==> src/rtl/pulse_monitor.sv <==
// -----------------------------------------------------------------------------
// pulse_monitor
//
// Watches a pulse train, normally the pulse generator's output. It measures
// the high width of each completed pulse and the low gap between consecutive
// pulses, and counts completed pulses. Every result is held in a register,
// and a one-cycle strobe marks each update.
//
// Parameters
//   SYNC_STAGES : extra input flops on pulse_in (0 = same-clock source)
//   CNT_W       : width of the high/low counters and their capture registers
//   PCNT_W      : width of the pulse counter
//
// Ports
//   clk          in   single clock, rising edge
//   reset_n      in   asynchronous active-low reset
//   pulse_in     in   monitored signal
//   clear        in   synchronous clear (highest priority below reset)
//   high_width   out  high cycles of the last completed pulse
//   low_gap      out  low cycles between the last two pulses
//   pulse_count  out  completed pulses, wraps
//   width_valid  out  one-cycle strobe, high_width updated
//   gap_valid    out  one-cycle strobe, low_gap updated
//   overflow     out  sticky, a counter saturated
//   armed        out  high while no measurement is in progress
// -----------------------------------------------------------------------------
module pulse_monitor #(
  parameter int unsigned SYNC_STAGES = 0,
  parameter int unsigned CNT_W       = 32,
  parameter int unsigned PCNT_W      = 16
) (
  input  logic              clk,
  input  logic              reset_n,
  input  logic              pulse_in,
  input  logic              clear,
  output logic [CNT_W-1:0]  high_width,
  output logic [CNT_W-1:0]  low_gap,
  output logic [PCNT_W-1:0] pulse_count,
  output logic              width_valid,
  output logic              gap_valid,
  output logic              overflow,
  output logic              armed
);

  typedef enum logic [1:0] {ST_ARM, ST_HIGH, ST_LOW} state_t;

  localparam logic [CNT_W-1:0]  CNT_MAX = '1;
  localparam logic [CNT_W-1:0]  CNT_ONE = CNT_W'(1);
  localparam logic [PCNT_W-1:0] PCNT_ONE = PCNT_W'(1);

  // ---------------------------------------------------------------------------
  // Input path. Every flop here resets to 1, so a line that is already high
  // when reset is released gives no rise, and a partial pulse is never
  // measured. These flops keep tracking the input while clear is asserted.
  // ---------------------------------------------------------------------------
  logic w_s;

  if (SYNC_STAGES == 0) begin : g_nosync
    assign w_s = pulse_in;
  end else begin : g_sync
    logic [SYNC_STAGES-1:0] r_sync;

    // NOTE: sequential state uses non-blocking assignments, so each flop
    // samples the value its neighbour held before the edge.
    always_ff @(posedge clk or negedge reset_n) begin
      if (!reset_n) begin
        r_sync <= '1;
      end else begin
        r_sync[0] <= pulse_in;
        for (int i = 1; i < int'(SYNC_STAGES); i++) begin
          r_sync[i] <= r_sync[i-1];
        end
      end
    end

    assign w_s = r_sync[SYNC_STAGES-1];
  end

  logic r_p_d;

  always_ff @(posedge clk or negedge reset_n) begin
    if (!reset_n) r_p_d <= 1'b1;
    else          r_p_d <= w_s;
  end

  logic w_rise;
  logic w_fall;

  assign w_rise = w_s & ~r_p_d;
  assign w_fall = ~w_s & r_p_d;

  // ---------------------------------------------------------------------------
  // Measurement FSM and datapath
  // ---------------------------------------------------------------------------
  state_t              r_state;
  state_t              w_state_nxt;
  logic [CNT_W-1:0]    r_hcnt, w_hcnt_nxt;
  logic [CNT_W-1:0]    r_lcnt, w_lcnt_nxt;
  logic [CNT_W-1:0]    r_high_width, w_high_width_nxt;
  logic [CNT_W-1:0]    r_low_gap, w_low_gap_nxt;
  logic [PCNT_W-1:0]   r_pulse_count, w_pulse_count_nxt;
  logic                r_width_valid, w_width_valid_nxt;
  logic                r_gap_valid, w_gap_valid_nxt;
  logic                r_overflow, w_overflow_nxt;
  logic                r_armed;

  always_ff @(posedge clk or negedge reset_n) begin
    if (!reset_n) r_state <= ST_ARM;
    else          r_state <= w_state_nxt;
  end

  // NOTE: every signal written here gets a default first, so no path through
  // the block leaves a value unassigned and no latch is inferred.
  always_comb begin
    w_state_nxt       = r_state;
    w_hcnt_nxt        = r_hcnt;
    w_lcnt_nxt        = r_lcnt;
    w_high_width_nxt  = r_high_width;
    w_low_gap_nxt     = r_low_gap;
    w_pulse_count_nxt = r_pulse_count;
    w_width_valid_nxt = 1'b0;
    w_gap_valid_nxt   = 1'b0;
    w_overflow_nxt    = r_overflow;

    if (clear) begin
      // An edge in the same cycle as clear is discarded on purpose.
      w_state_nxt       = ST_ARM;
      w_hcnt_nxt        = '0;
      w_lcnt_nxt        = '0;
      w_high_width_nxt  = '0;
      w_low_gap_nxt     = '0;
      w_pulse_count_nxt = '0;
      w_overflow_nxt    = 1'b0;
    end else begin
      unique case (r_state)
        ST_ARM: begin
          // A fall seen here belongs to a pulse that began before arming.
          if (w_rise) begin
            w_hcnt_nxt  = CNT_ONE;
            w_state_nxt = ST_HIGH;
          end
        end
        ST_HIGH: begin
          if (w_fall) begin
            w_high_width_nxt  = r_hcnt;
            w_width_valid_nxt = 1'b1;
            w_pulse_count_nxt = r_pulse_count + PCNT_ONE;
            w_lcnt_nxt        = CNT_ONE;
            w_state_nxt       = ST_LOW;
          end else if (w_s) begin
            if (r_hcnt == CNT_MAX) w_overflow_nxt = 1'b1;
            else                   w_hcnt_nxt     = r_hcnt + CNT_ONE;
          end
        end
        ST_LOW: begin
          if (w_rise) begin
            w_low_gap_nxt   = r_lcnt;
            w_gap_valid_nxt = 1'b1;
            w_hcnt_nxt      = CNT_ONE;
            w_state_nxt     = ST_HIGH;
          end else if (!w_s) begin
            if (r_lcnt == CNT_MAX) w_overflow_nxt = 1'b1;
            else                   w_lcnt_nxt     = r_lcnt + CNT_ONE;
          end
        end
        default: w_state_nxt = ST_ARM;
      endcase
    end
  end

  always_ff @(posedge clk or negedge reset_n) begin
    if (!reset_n) begin
      r_hcnt        <= '0;
      r_lcnt        <= '0;
      r_high_width  <= '0;
      r_low_gap     <= '0;
      r_pulse_count <= '0;
      r_width_valid <= 1'b0;
      r_gap_valid   <= 1'b0;
      r_overflow    <= 1'b0;
      r_armed       <= 1'b1;
    end else begin
      r_hcnt        <= w_hcnt_nxt;
      r_lcnt        <= w_lcnt_nxt;
      r_high_width  <= w_high_width_nxt;
      r_low_gap     <= w_low_gap_nxt;
      r_pulse_count <= w_pulse_count_nxt;
      r_width_valid <= w_width_valid_nxt;
      r_gap_valid   <= w_gap_valid_nxt;
      r_overflow    <= w_overflow_nxt;
      // armed is taken from the next state, so it lines up with r_state.
      r_armed       <= (w_state_nxt == ST_ARM);
    end
  end

  assign high_width  = r_high_width;
  assign low_gap     = r_low_gap;
  assign pulse_count = r_pulse_count;
  assign width_valid = r_width_valid;
  assign gap_valid   = r_gap_valid;
  assign overflow    = r_overflow;
  assign armed       = r_armed;

endmodule

==> config.mk <==
export PLATFORM = sky130hd
export DESIGN_NAME = pulse_monitor
export DESIGN_NICKNAME = d
export VERILOG_FILES = /design/src/rtl/pulse_monitor.sv
export SDC_FILE = /design/constraint.sdc
export NUM_CORES = 1
export LEC_CHECK = 0
export ABC_CLOCK_PERIOD_IN_PS = 2620
export BUFFER_PORTS_ARGS = -buffer_cell sky130_fd_sc_hd__buf_2
export CAP_MARGIN = 20
export CORE_ASPECT_RATIO = 1.1
export CORE_UTILIZATION = 50
export DETAILED_ROUTE_END_ITERATION = 8
export GPL_TIMING_DRIVEN = 0
export PLACE_DENSITY = 0.7
export SYNTH_ARGS = -nofsm -noshare
export SYNTH_HDL_FRONTEND = slang
export SYNTH_SLANG_ARGS = --single-unit
==> constraint.sdc <==
create_clock -name clk -period 2.62 [get_ports clk]
set_clock_uncertainty 0.15 [all_clocks]
set_input_delay 0.393 -clock clk [delete_from_list [all_inputs] [get_ports clk]]
set_output_delay 0.393 -clock clk [all_outputs]
set_load 0.01 [all_outputs]
==> flow_summary.toml, run 1 <==
[logic_synthesis]
async_flop_share_pct = 100.0
synth_edf_count = 0
ys_seq_elements = 151
ys_types = 50
synth_ff_type = "dfrtp_1"
synthCells = 823
ys_warn_count = 0
ys_seq_area_share_pct = 52.87
netlist_area_sq_mm = 0.007152
avgSynthCellArea_sq_um = 8.690
synth_nets = 830

[clock_network]
cts_root_buf = "clkbuf_16"
clk_pin_slew_ns = 0.06
numCtsBuffers = 17
clock_latency_ns = 0.43
cts_tree = "yes"
clkSinkCount = 151
h-tree-depth = 4
post_cts_buffers = 0
cts_buffer_depth = 2

[power_and_ir_drop]
power_density_mw_per_mm2 = 573.3
ir_drop_uv = 355.2
seqPwrFrac_pct = 48.3
switching_share_pct = 22.81
p_sw_w = 0.001111
combPwrFrac_pct = 4.1
p_int_w = 0.003758
p_leak_nw = 3.803
pwr-share-clk_pct = 47.6

[routing]
dr.pass1.iters = 6
wl_per_cell_um = 16.53
ant_nets = 0
route.vias.total = 6519
vias_per_cell = 5.754
drt_iter0_drc = 467
routed_wl_mm = 18.72
drc = 0

[timing]
worst_slack_ns = 0.1315
slew_viol_final = 0
tightest_slew_ns = 0.6469
fin_crit_sh_pct = 94.98
slew_headroom_pct = 56.87
setup-violations-final = 0
finalCriticalPeriod_ns = 2.489
rsz0062_at_grt = "no"
setup_tns_ns = 0
hold_viol_final = 0
timing.fmax_ghz = 0.4018

[floorplanning]
ios = 88
row_count = 45
design.core.area_sq_mm = 0.01391
dieArea_sq_mm = 0.01479
die_x_um = 116.0
initial_utilization_pct = 51.43
dieHeight_um = 127.4

[placed_design]
hpwl_mm = 12.69
numPortBuffers = 86
gp_congestion = 0.8954
place_ws_ns = -0.3455

[critical_path]
worstPathMaxFanout = 10
reg2reg_depth = 9
critPathCaptureType = "flip-flop"
path_cells = "buf_2 -> nand4_1 -> nor4_2 -> nand4_1 -> clkbuf_2 -> o21bai_4 -> clkbuf_4 -> o21ai_0 -> o21ai_0"
required_ns = 2.80
slowest_stage = "nor4_2"
crit_cells = 9
crit_type = "reg2reg"
cp_top_family = "buffers and inverters"
cp.arrival_ns = 2.67
startpoint_type = "flip-flop"
worst-path-buf-inv = 3
slowest_delay_ns = 0.35

[hold_path]
hold_class = "in2async"

[grt]
antenna_found_initial = 0
grt_pass1_wl_mm = 30.24
grt_overflow = 0
grt_pass1_vias = 6025
grtUsageTotal_pct = 26.69
grt_max_degree = 96

[finish]
layout.nets = 938
layout-drive-gt1-share_pct = 15.78
synthToLayoutAreaGrowth_pct = 18.74

[flow_run]
maxCapViolCount = 0

[outcome]
outcome = "completed"
==> path summary, 6_finish.rpt <==
kind / startpoint / slack (ns) / endpoint
worst max-delay path: r_hcnt[16] / 0.13 / r_hcnt[23]
worst min-delay path: reset_n / 0.34 / low_gap[11]
worst max register to register: r_hcnt[16] / 0.13 / r_hcnt[23]
worst min register to register: r_hcnt[5] / 0.36 / r_hcnt[5]
max in group asynchronous: reset_n / 1.11 / armed
min in group clk: r_hcnt[5] / 0.36 / r_hcnt[5]
==> kinds of logic (layout without fill, tap and decap cells) <==
| family | Yosys count | after routing | synth area share (%) |
|---|---|---|---|
| other | 0 | 1 | 0 |
| DFF | 151 | 151 | 52.87 |
| muxes | 3 | 3 | 0.4374 |
| buffers and inverters | 53 | 174 | 2.869 |
| and+or+nand+nor | 369 | 369 | 23.67 |
| xor gates and xnor gates | 12 | 12 | 1.470 |
| AOI/OAI and AO/OA | 232 | 232 | 18.16 |
| adders and majority gates | 3 | 3 | 0.5249 |
==> layout make-up <==
type / instances / area, sq um
clock buffer: 23 / 478.0
buffer: 48 / 200.2
tap: 188 / 235.2
multi-input combinational: 619 / 3217
timing repair buffer: 89 / 484.2
fill: 1261 / 5415
clock inverter: 9 / 75.07
inverter: 5 / 18.77
sequential: 151 / 3781
antenna: 1 / 2.502
==> what timing repair did <==
| action | 4_1_cts | 5_1_grt |
|---|---|---|
| setup endpoints to repair | 65 | 55 |
| gates resized for setup | 9 | 15 |
| endpoints found under the hold margin | 56 | 0 |
| pin swaps | 0 | 1 |
| hold buffers | 2 | 0 |
==> stage by stage <==
stage	hold slack (ns)	utilization [%]	cells	cell area [sq um]	total power, W
final	0.3394	61.06	1133	8492	0.004868
after floorplan	-0.05259	-	823	7152	0.002482
after global placement	0.3333	56.21	1097	7818	0.002577
after CTS	0.3455	60.79	1132	8454	0.004892
after detailed placement	0.2476	56.46	1098	7851	0.002584
after global routing	0.3774	61.04	1132	8489	0.005007
==> flip-flops by register name, indices dropped and copies added, names as in the netlist <==
register and count:
armed 1, gap_valid 1, high_width 32, low_gap 32
overflow 1, pulse_count 16, r_hcnt 32, r_lcnt 32
r_p_d 1, r_state 2, width_valid 1
==> power by group through the flow <==
stage	sequential (W)	clock, W	combinational [W]
finish	0.00235	0.00232	0.000201
CTS	0.00235	0.00234	0.000200
global placement	0.00239	0	0.000186
floorplan	0.00239	0	0.0000906
detailed placement	0.00239	0	0.000193
global route	0.00235	0.00243	0.000223
==> layer usage <==
metal  share of wire [%]  vias to the layer above  wire length [um]  global-route usage (%)
met5                   0                        -                 0                       0
met4                 2.4                        0               447                   12.67
met3                 4.1                       44               760                   5.266
met2                  51                      178              9523                   43.98
met1                  43                     3165              7992                   33.57
li1                    -                     3132                 -                       -
==> cell usage in the layout (no fill, tap or decap), drive strengths merged, types with 4 or more instances in the layout <==
cell type / n
or3: 5
nand2: 199
and4: 6
nand4: 26
or2: 4
nor3: 11
o31ai: 11
a21o: 4
o32ai: 6
clkbuf: 62
inv: 5
and2: 7
nor2b: 5
o21ai: 68
xor2: 11
a21oi: 107
nand3: 25
clkinv: 6
a31oi: 19
and3: 16
nor2: 52
nor4: 5
buf: 96
dfrtp: 149
==> synth_stat cells (2+ instances only) <==
master      n  area share, %
mux2i_1     2           0.28
a31oi_1    19            1.7
nand3_1    25            1.7
o31ai_1    11            1.2
or4_1       3           0.31
buf_1       5           0.26
a21oi_1   107            7.5
nand2b_1    3           0.26
nor2_1     52            2.7
or3_1       5           0.44
clkbuf_1   38            2.0
and2_1      5           0.44
or2_2       4           0.35
o41ai_1     2           0.24
nor4_1      4           0.35
dfrtp_1   149             52
ha_1        3           0.52
and3_1     15            1.3
o32ai_1     6           0.73
o22ai_1     3           0.26
and2_0      2           0.17
nand4_1    25            2.2
buf_2       5           0.35
xor2_1     11            1.3
a21o_1      4           0.42
dfstp_2     2           0.73
inv_1       5           0.26
nor2b_1     5           0.44
nor3_1      9           0.63
o21ai_0    67            4.7
nand2_1   199             10
a41oi_1     3           0.37
o211ai_1    3           0.31
and4_1      6           0.73
Note: power is estimated with default switching activity, not from simulation.
==> run 2: changes to the inputs <==
Settings changed: ABC_AREA set to 1, CORE_UTILIZATION 50 to 43, PLACE_DENSITY 0.7 to 0.67.
==> flow_summary.toml, run 2 <==
[logic_synthesis]
ys_types = 38
synth_nets = 1044
synth_edf_count = 0
synth_area_leaders = "dfrtp_1 (48%), nand2_1 (15%), o21ai_0 (7.4%)"
synth_top_area_share_pct = 47.54
synthCells = 1037
synth_ff_type = "dfrtp_1"
synth_commonest_cells = "nand2_1 (318), dfrtp_1 (149), nor2_1 (125)"
ys_seq_area_share_pct = 48.21
ys_warn_count = 0
synth_area_leader_cell = "dfrtp_1"
avgSynthCellArea_sq_um = 7.563
netlist_area_sq_mm = 0.007843
ys_seq_elements = 151
async_flop_share_pct = 100.0
yosysMostFrequentCell = "nand2_1"

[placed_design]
dp_cells = 1363
gp_congestion = 0.9574
numPortBuffers = 87
hpwl_mm = 16.35

[power_and_ir_drop]
combPwrFrac_pct = 5.1
seqPwrFrac_pct = 44.5
p_int_w = 0.004075
switching_share_pct = 22.98
p_sw_w = 0.001216
power_density_mw_per_mm2 = 571.0
ir_drop_uv = 475.3
power_w = 0.005292
p_leak_nw = 4.147
pwr-share-clk_pct = 50.4

[finish]
layout_common_cells = "nand2_1 (318), dfrtp_1 (149), nor2_1 (125)"
layout-drive-gt1-share_pct = 15.28
layout_commonest_cell = "nand2_1"
multi_input_area_sq_mm = 0.003532
layout.nets = 1153
fillers = 1749
synthToLayoutAreaGrowth_pct = 18.17
regArea_sq_mm = 0.003781
antenna_cells = 0
final_cells = 1396
fin_util_pct = 52.06

[routing]
dr.pass1.iters = 5
drc = 0
vias_per_cell = 5.173
drt_iter0_drc = 452
ant_nets = 0
routed_wl_mm = 21.77
route.vias.total = 7221
wl_per_cell_um = 15.59

[timing]
whs_ns = 0.07779
slew_headroom_pct = 43.29
setup_tns_ns = 0
fin_crit_sh_pct = 90.20
finalCriticalPeriod_ns = 2.363
rsz0062_at_grt = "no"
slew_viol_final = 0
tightest_slew_ns = 0.8506
hold_viol_final = 0
timing.fmax_ghz = 0.4231
setup-violations-final = 0

[clock_network]
clock_latency_ns = 0.44
numCtsBuffers = 17
clk_pin_slew_ns = 0.06
clkSinkCount = 151
h-tree-depth = 4
cts_root_buf = "clkbuf_16"
cts_tree = "yes"
cts_buffer_depth = 2

[critical_path]
worst-path-buf-inv = 1
path_cells = "ha_1 -> nand2_2 -> nor2_4 -> nand2_2 -> nor2_2 -> nand2_1 -> nand2_2 -> nand2_2 -> nand2_4 -> buf_2 -> nand2_1 -> o21ai_0"
cp_top_family = "simple AND/OR/NAND/NOR gates"
worstPathMaxFanout = 10
cp.arrival_ns = 2.55
critPathCaptureType = "flip-flop"
slowest_delay_ns = 0.47
critPathMostFrequentCell = "nand2_2"
crit_type = "reg2reg"
startpoint_type = "flip-flop"
required_ns = 2.81
slowest_stage = "dfrtp_1"

[floorplanning]
design.core.area_sq_mm = 0.01780
ios = 88
initial_utilization_pct = 44.05
die_x_um = 130.8
row_count = 51
dieArea_sq_mm = 0.01878
dieHeight_um = 143.6

[grt]
grt_pass1_wl_mm = 35.07
grt_overflow = 0
grt_max_degree = 90
grtUsageTotal_pct = 24.63
antenna_found_initial = 0
grt_pass1_vias = 7076

[hold_path]
hold_class = "in2reg"

[outcome]
outcome = "completed"

[flow_run]
maxCapViolCount = 0
## run 2: cell types whose count changed in the layout (fill, tap and decap cells not counted), moves of 13 or more
cell / delta
o21ai_0: +49
inv_1: +76
nand3_1: +51
nand2_2: +13
nor2_1: +73
and3_1: -14
a21oi_1: -97
clkbuf_1: -19
a31oi_1: -19
nand2_1: +119
## run 2: logic make-up after synthesis
| family | count (synthesis) | synth area share, % |
|---|---|---|
| adder cells (fa/ha/maj) | 3 | 0.4787 |
| AO/OA/AOI/OAI | 161 | 11.46 |
| XOR/XNOR | 22 | 2.457 |
| AND/OR/NAND/NOR | 576 | 30.65 |
| flip-flops | 151 | 48.21 |
| buffers and inverters | 124 | 6.748 |
## run 2: through the flow
stage          setup WS (ns)  area, sq um
6_report              0.2566         9268
5_1_grt              0.08341         9268
4_1_cts               0.2578         9268
3_5_place_dp          0.2928         8610
3_3_place_gp          -1.254         8576
2_1_floorplan         0.7386         7843
## run 2: worst reg2reg max path, cell delays in order (launching register included)
cell	delay [ns]
dfrtp_1	0.47
ha_1	0.38
nand2_2	0.15
nor2_4	0.16
nand2_2	0.12
nor2_2	0.13
nand2_1	0.08
nand2_2	0.08
nand2_2	0.07
nand2_4	0.08
buf_2	0.24
nand2_1	0.07
o21ai_0	0.10
## run 2: repair_timing
item / CTS / global route
buffers inserted: 0 / 0
resized for setup: 0 / 0
hold endpoints to repair: 87 / 0
hold buffers: 2 / 0
## run 2: cell type report
cell class | count | area share, %
sequential | 151 | 40.80
clock inverter | 11 | 1.850
inverter | 88 | 3.564
tap | 238 | 3.213
clock buffer | 20 | 5.036
multi-input combinational | 762 | 38.11
timing repair buffer | 90 | 5.279
buffer | 36 | 2.147
## run 2: worst paths after layout
kind,from,end,slack (ns),cells after the start
worst max-delay path,r_lcnt[0],r_lcnt[5],0.26,12
worst min-delay path,clear,gap_valid,0.08,2
worst max register to register,r_lcnt[0],r_lcnt[5],0.26,12
worst min register to register,high_width[18],high_width[18],0.33,2
max in group asynchronous,reset_n,low_gap[30],1.08,3
min in group asynchronous,reset_n,high_width[18],0.43,2
## run 2: power groups by stage
stage / Combinational (W) / Clock, W / Sequential (W)
2_1_floorplan: 0.000144 / 0 / 0.00240
3_3_place_gp: 0.000261 / 0 / 0.00240
3_5_place_dp: 0.000270 / 0 / 0.00240
4_1_cts: 0.000273 / 0.00270 / 0.00236
5_1_grt: 0.000301 / 0.00281 / 0.00236
6_report: 0.000268 / 0.00267 / 0.00236
## run 2: layer usage
layer / wire, um / GRT usage, % / vias up
met5: 0 / 0 / -
met4: 618 / 9.861 / 0
met3: 820 / 5.212 / 40
met2: 11020 / 42.50 / 154
met1: 9311 / 29.69 / 3439
li1: - / - / 3588
